File: src/rtl/btn_conditioner.sv
`default_nettype none
// +----------------------------------------------------------------------------+
// | Module      : btn_conditioner                                              |
// | Description : Push-button conditioner. Synchronises the raw pin, debounces |
// |               it and emits a debounced level, one-cycle press/release      |
// |               strobes and a wrapping press counter. With BTN_LONG_PRESS_EN |
// |               defined, a one-cycle long-press strobe is also produced;     |
// |               otherwise long_pulse is tied low.                            |
// | Ports       : clk_raw       - oscillator clock, rising edge               |
// |               rst_n         - synchronous active-low reset                |
// |               btn_pin       - raw asynchronous button pin                 |
// |               btn_level     - debounced pressed state (1 = pressed)       |
// |               press_pulse   - one-cycle strobe on committed press         |
// |               release_pulse - one-cycle strobe on committed release       |
// |               long_pulse    - one-cycle strobe after a long hold          |
// |               press_count   - committed presses, modulo 2^C_PCNT_W        |
// | Revision    : 1.0 - initial release                                        |
// +----------------------------------------------------------------------------+
module btn_conditioner #(
    parameter int C_DEBOUNCE_CNT = 1_000_000,
    parameter int C_LONG_CNT     = 100_000_000,
    parameter int C_ACTIVE_HIGH  = 1,
    parameter int C_PCNT_W       = 8
) (
    input  logic                clk_raw,
    input  logic                rst_n,
    input  logic                btn_pin,
    output logic                btn_level,
    output logic                press_pulse,
    output logic                release_pulse,
    output logic                long_pulse,
    output logic [C_PCNT_W-1:0] press_count
);

    localparam int               CNT_W    = $clog2(C_DEBOUNCE_CNT + 1);
    localparam logic [CNT_W-1:0] DEB_LAST = CNT_W'(C_DEBOUNCE_CNT);
    localparam logic [CNT_W-1:0] CNT_ONE  = CNT_W'(1);

    typedef enum logic [1:0] {
        ST_RELEASED     = 2'd0,
        ST_PRESS_WAIT   = 2'd1,
        ST_PRESSED      = 2'd2,
        ST_RELEASE_WAIT = 2'd3
    } state_t;

    state_t                state;
    state_t                next_state;
    logic [CNT_W-1:0]      cnt;
    logic [CNT_W-1:0]      cnt_next;
    logic                  level_next;
    logic                  press_next;
    logic                  release_next;
    logic [C_PCNT_W-1:0]   count_next;

    logic                  pin_pol;
    logic                  s1;
    logic                  s2;

    // Polarity is normalised before the synchroniser so everything downstream
    // sees 1 = pressed.
    assign pin_pol = (C_ACTIVE_HIGH != 0) ? btn_pin : ~btn_pin;

    always_ff @(posedge clk_raw) begin
        if (!rst_n) begin
            s1 <= 1'b0;
            s2 <= 1'b0;
        end else begin
            s1 <= pin_pol;
            s2 <= s1;
        end
    end

    // State, debounce counter and all outputs are registered together.
    always_ff @(posedge clk_raw) begin
        if (!rst_n) begin
            state         <= ST_RELEASED;
            cnt           <= '0;
            btn_level     <= 1'b0;
            press_pulse   <= 1'b0;
            release_pulse <= 1'b0;
            press_count   <= '0;
        end else begin
            state         <= next_state;
            cnt           <= cnt_next;
            btn_level     <= level_next;
            press_pulse   <= press_next;
            release_pulse <= release_next;
            press_count   <= count_next;
        end
    end

    // The WAIT states count agreeing samples; the first one is counted on
    // entry, so a commit needs C_DEBOUNCE_CNT+1 consecutive samples.
    always_comb begin
        next_state   = state;
        cnt_next     = cnt;
        level_next   = btn_level;
        press_next   = 1'b0;
        release_next = 1'b0;
        count_next   = press_count;
        case (state)
            ST_RELEASED: begin
                if (s2) begin
                    next_state = ST_PRESS_WAIT;
                    cnt_next   = CNT_ONE;
                end else begin
                    cnt_next   = '0;
                end
            end
            ST_PRESS_WAIT: begin
                if (!s2) begin
                    next_state = ST_RELEASED;
                    cnt_next   = '0;
                end else if (cnt == DEB_LAST) begin
                    next_state = ST_PRESSED;
                    level_next = 1'b1;
                    press_next = 1'b1;
                    count_next = press_count + C_PCNT_W'(1);
                    cnt_next   = '0;
                end else begin
                    cnt_next   = cnt + CNT_ONE;
                end
            end
            ST_PRESSED: begin
                if (!s2) begin
                    next_state = ST_RELEASE_WAIT;
                    cnt_next   = CNT_ONE;
                end else begin
                    cnt_next   = '0;
                end
            end
            ST_RELEASE_WAIT: begin
                if (s2) begin
                    next_state = ST_PRESSED;
                    cnt_next   = '0;
                end else if (cnt == DEB_LAST) begin
                    next_state   = ST_RELEASED;
                    level_next   = 1'b0;
                    release_next = 1'b1;
                    cnt_next     = '0;
                end else begin
                    cnt_next     = cnt + CNT_ONE;
                end
            end
            default: begin
                next_state = ST_RELEASED;
                cnt_next   = '0;
            end
        endcase
    end

`ifdef BTN_LONG_PRESS_EN
    localparam int                HOLD_W    = $clog2(C_LONG_CNT + 1);
    localparam logic [HOLD_W-1:0] HOLD_LAST = HOLD_W'(C_LONG_CNT);

    logic [HOLD_W-1:0] hold_cnt;

    // The timer runs while the debounced level is high (PRESSED or a pending
    // release) and saturates at C_LONG_CNT, so one hold yields one strobe.
    // A bounce back from RELEASE_WAIT to PRESSED keeps the accumulated time.
    always_ff @(posedge clk_raw) begin
        if (!rst_n) begin
            hold_cnt   <= '0;
            long_pulse <= 1'b0;
        end else begin
            long_pulse <= 1'b0;
            if ((next_state == ST_RELEASED) ||
                (state == ST_PRESS_WAIT && next_state == ST_PRESSED)) begin
                hold_cnt <= '0;
            end else if ((state == ST_PRESSED || state == ST_RELEASE_WAIT) &&
                         (hold_cnt != HOLD_LAST)) begin
                hold_cnt   <= hold_cnt + HOLD_W'(1);
                long_pulse <= (hold_cnt == HOLD_LAST - HOLD_W'(1));
            end
        end
    end
`else
    assign long_pulse = 1'b0;
`endif

endmodule
`default_nettype wire

File: config.mk
export PLATFORM = sky130hd
export DESIGN_NAME = btn_conditioner
export DESIGN_NICKNAME = d
export VERILOG_FILES = /design/src/rtl/btn_conditioner.sv
export SDC_FILE = /design/constraint.sdc
export NUM_CORES = 1
export LEC_CHECK = 0
export ABC_AREA = 1
export CAP_MARGIN = 20
export CORE_MARGIN = 2
export CORE_UTILIZATION = 52
export DETAILED_ROUTE_END_ITERATION = 16
export PLACE_DENSITY_LB_ADDON = 0.08
export SLEW_MARGIN = 10
export SYNTH_ARGS = -nofsm -noshare
export SYNTH_HDL_FRONTEND = slang
export SYNTH_SLANG_ARGS = --single-unit
File: constraint.sdc
create_clock -name clk_raw -period 1.67 [get_ports clk_raw]
set_clock_uncertainty 0.15 [all_clocks]
set_input_delay 0.334 -clock clk_raw [delete_from_list [all_inputs] [get_ports clk_raw]]
set_output_delay 0.334 -clock clk_raw [all_outputs]
set_load 0.005 [all_outputs]
After elaboration in Yosys (flattened, before gate mapping)
Index checks and enable logic that the tools add are counted.
Storage, ports and cells
  register bits after elaboration: 35
  input port bits: 3
  output and inout port bits: 12
  logic and storage cells: 50
Operators by class
  add/subtract/negate cells: 2
  equality and inequality tests: 12
  mux-type cells: 19
  bitwise gates (word level): 2
  reduce and logical (&&, ||, !) cells: 7
Operators with widths (count)
  $pmux W20 S4: 1
  $mux W20: 3
  $add A20 B1 Y20 const B: 1
  $eq A20 B20 Y1 const B: 1
  $mux W2: 6
  $ne A2 B2 Y1 const B: 6
  $add A8 B1 Y8 const B: 1
  $pmux W2 S4: 1
  $mux W1: 7
  $ne A3 B3 Y1 const B: 2
  $reduce_and A3 Y1: 2
  $reduce_and A5 Y1: 1
  $eq A2 B2 Y1 const B: 2
  $reduce_and A4 Y1: 1
  $reduce_or A3 Y1: 1
  $eq A2 B1 Y1 const B: 1
  $logic_not A2 Y1: 1
  $not A1 Y1: 2
  $pmux W1 S2: 1
  $reduce_bool A2 Y1: 1

Logic depth before layout (Yosys ltp)
  depth after elaboration: 4
  mapped depth: 10
  mapped depth without buffers: 10

Least setup slack after synthesis
Ideal clock, no wire load.
  path kind: register to register
  from: register cnt[0]
  to: register cnt[15]
  setup time: 0.115 ns
  data arrival time: 1.333 ns
  required time: 1.405 ns
  path slack: 0.072 ns
  stages on the path, launching flop included: 11
  path buffers: 1
  period minus slack after synthesis: 1.598 ns
  cells stage by stage: dfxtp_1 -> inv_1 -> ha_1 -> nand3_2 -> nor2_2 -> nand3_2 -> nand2_4 -> nor2_8 -> inv_4 -> buf_12 -> nor2_2
On the way
  cells in the longest elaborated chain, start to end: 4
  elaborated cells on any way between the ends: 6
RTL lines
  from (decl): line 48  | logic [CNT_W-1:0] cnt;
  from (signal assigned): line 84  | cnt <= cnt_next;
  $add A20 B1 Y20 / $eq A20 B20 Y1 (equally long branches)
  $mux W20 (*): line 114, 136
  $mux W20 (on tied branches): line 133, 111
  $pmux W20 S4 (*): line 101  | case (state)
Mark *: on every way between the ends. The rest lies on a longest branch, timed or not.
A chain may end at the register's enable or synchronous reset.

Final worst setup path
  from: register press_count[2]
  to: output press_count[2]
RTL lines
  from (decl): line 32  | output logic [C_PCNT_W-1:0] press_count
  from (signal assigned): line 88  | press_count <= count_next;
No word-level cell between the ends.

==> summary.txt <==
STA
  • RSZ-0062 raised after global routing: yes
  • Slew HR: 0.6219
  • Worst slew pin tran: roughly 0.56 ns
  • Final period util: 0.9844
  • Min cycle time layout: 1.644 ns
  • PnR worst setup slack: 0.02603 ns
  • Final setup viols: 0
  • FMAX: about 610 MHz
  • Setup_tns: 0 ns
  • Pins Over Slew Limit: 0
  • Hold Worst Slack: around 0.27 ns
  • Final Hold Viols: 0

Floorplan
  • Standard-cell row count: 22
  • Core area: 0.003689 mm^2
  • DIE AREA: around 0.0044 mm^2
  • IO Count: 15
  • Initial Util: 0.5427
  • Die Y: approximately 66 um
  • Die X: 66.05 um

Setup path
  • Setup CP Type: register to primary output
  • Crit path max fanout: 5
  • Startpoint types: register
  • Worst-path cell chain: clkdlybuf4s50_1
  • CP arrival: 1.16 ns
  • Slowest-stage cell, CP: clkdlybuf4s50_1
  • CP Capture Type: primary output
  • Worst EP required: 1.19 ns
  • Bufs and invs on worst path: 1
  • Delay-heaviest family, CP: buffers and inverters
  • Slowest Stage Delay on Critical Path: a little over 0.5 ns

Global route
  • Initial antenna violation count: 0
  • Global Route Usage Sum: 0.2243
  • First-pass GRT wire length: about 7500 um
  • Largest net degree at the start of global routing: 14
  • Grt total ovfl: 0
  • Number of global-route vias before repair: ~1,700

Routing
  • Drt pass-1 iters: 4
  • Per-cell routed wire length: between 10 and 15 um
  • Detailed Route WL: between 4000 and 5000 um
  • Vias per Instance: about 5.1
  • DR vias: 1,907
  • DRT antenna net count: 0
  • Initial DRC count: about 150
  • DRC: 0

Synth
  • Synth top area share: 0.3500
  • Cell type with the largest total area after synthesis: dfxtp_1
  • Synth top area cells: dfxtp_1 35%, nand2_1 12%, nor2_1 8.8%, nand3_1 6.0%, inv_1 5.6%
  • Sequential area share after synthesis: 0.3500
  • Synth unique cells: 29
  • Synth Register Bits: 35
  • Syn_area_per_cell: between 6 and 7 um^2
  • Syn Inst Count: between 200 and 300
  • Synth Cell Area: 0.002002 mm^2
  • Synthesized Nets: ~300
  • Total of warnings raised by yosys: 0

Clocking
  • CTS sink cnt: 35
  • CTS Buffer Depth: 2
  • Clk slew on worst S/H paths: roughly 0.070 ns
  • Root Buffer: clkbuf_8
  • CTS H-tree lvls: 2
  • Clock latency on the worst-skew pair: 0.28 ns
  • Num CTS Buffers: 5
  • Post-CTS Hold Fix Bufs: 0
  • TritonCTS clock tree: done

Layout
  • Final #Nets: 330
  • Synthesis-to-finish area growth: 21.63%
  • Ant. Diodes: 0
  • Final Non-Filler Cells: around 370
  • Design Area, Final: around 0.0024 mm^2
  • Register area: between 700 and 800 um^2
  • Most common cell after layout, fill and taps aside: nand2_1
  • Layout cells sized above 1: 0.2601
  • Footprint of the multi-input gates: between 0.001 and 0.0015 mm^2
  • Commonest cells after routing, fill and taps aside: 65 x nand2_1, 41 x nor2_1, 25 x inv_1
  • Fill cells: roughly 320
  • Final core utilization: 0.6601

Placement
  • Port bufs: 13
  • Inst Count DP: about 370
  • Pre-CTS setup slack: -0.1000 ns
  • Routability cong.: around 0.86
  • Post-DP HPWL: 3339 um
  • Dpl cell area: about 0.0023 mm^2

Power
  • Pwr Density: 606.5 mW/mm^2
  • Leakage: about 0.97 nW
  • Tot Pwr: approximately 1.5 mW
  • Worst IR Drop VDD: between 400 and 500 uV

Job
  • Max cap viols: 0

Hold path
  • Hold Path Class: register to register

Outcome
  • Status: completed
## sequential cells by signal, summed over array words and instances (netlist names), named ones only
register       count
btn_level          1
cnt               20
press_count        8
press_pulse        1
release_pulse      1
s1                 1
s2                 1
state              1
## layout make-up
cell class / count / area share
tap: 48 / 0.02467
sequential: 35 / 0.3016
timing repair buffer: 26 / 0.09455
clock buffer: 6 / 0.02980
inverter: 38 / 0.06064
multi-input combinational: 218 / 0.4887
## cell usage after synthesis (all sizes together)
library cell	count
a21oi	11
buf	3
clkbuf	1
clkinv	1
conb	1
dfxtp	35
ha	3
inv	37
nand2	67
nand3	27
nand3b	1
nand4	9
nor2	64
nor3	16
o21ai	7
xnor2	1
xor2	11
## routing by layer
| metal | track usage | routed length [um] | vias to the layer above |
|---|---|---|---|
| met5 | 0 | 0 | - |
| met4 | 0.06122 | 44 | 0 |
| met3 | 0.04600 | 170 | 5 |
| met2 | 0.3598 | 2103 | 33 |
| met1 | 0.3061 | 2144 | 874 |
| li1 | - | - | 995 |
## repair_timing
item                                    4_1_cts  5_1_grt
endpoints found under the setup margin        6       32
buffers inserted                              0        0
gates resized for setup                       6       39
pin swaps                                     0        3
## power by group
part / total [mW] / internal (mW) / switching, mW
registers: 0.844 / 0.835 / 0.00897
logic: 0.0726 / 0.0294 / 0.0432
clock network: 0.560 / 0.278 / 0.283
total: 1.48 / 1.14 / 0.335
## worst register-to-register path: cells and delay by family, from the launching register on
| kind | cells | cell delay [ns] |
|---|---|---|
| XOR/XNOR | 1 | 0.20 |
| flip-flops | 1 | 0.42 |
| AND/OR/NAND/NOR | 5 | 0.71 |
## worst paths after layout
kind / from / to / slack [ns] / cells past startpoint
min reg2reg: s1 / s2 / 0.27 / 2
max reg2reg: cnt[5] / cnt[15] / 0.09 / 6
max: press_count[2] / press_count[2] / 0.03 / 1
min: s1 / s2 / 0.27 / 2
## cell families (layout without fill, tap and decap cells)
| group | Yosys count | after routing | synth area share |
|---|---|---|---|
| other | 1 | 1 | 0.001873 |
| adders and majority gates | 3 | 3 | 0.01875 |
| xor gates and xnor gates | 12 | 12 | 0.05250 |
| buffers and inverters | 42 | 70 | 0.09125 |
| AOI/OAI and AO/OA | 18 | 18 | 0.04500 |
| and+or+nand+nor | 184 | 184 | 0.4406 |
| DFF | 35 | 35 | 0.3500 |
(Power assumes the default switching activity.)
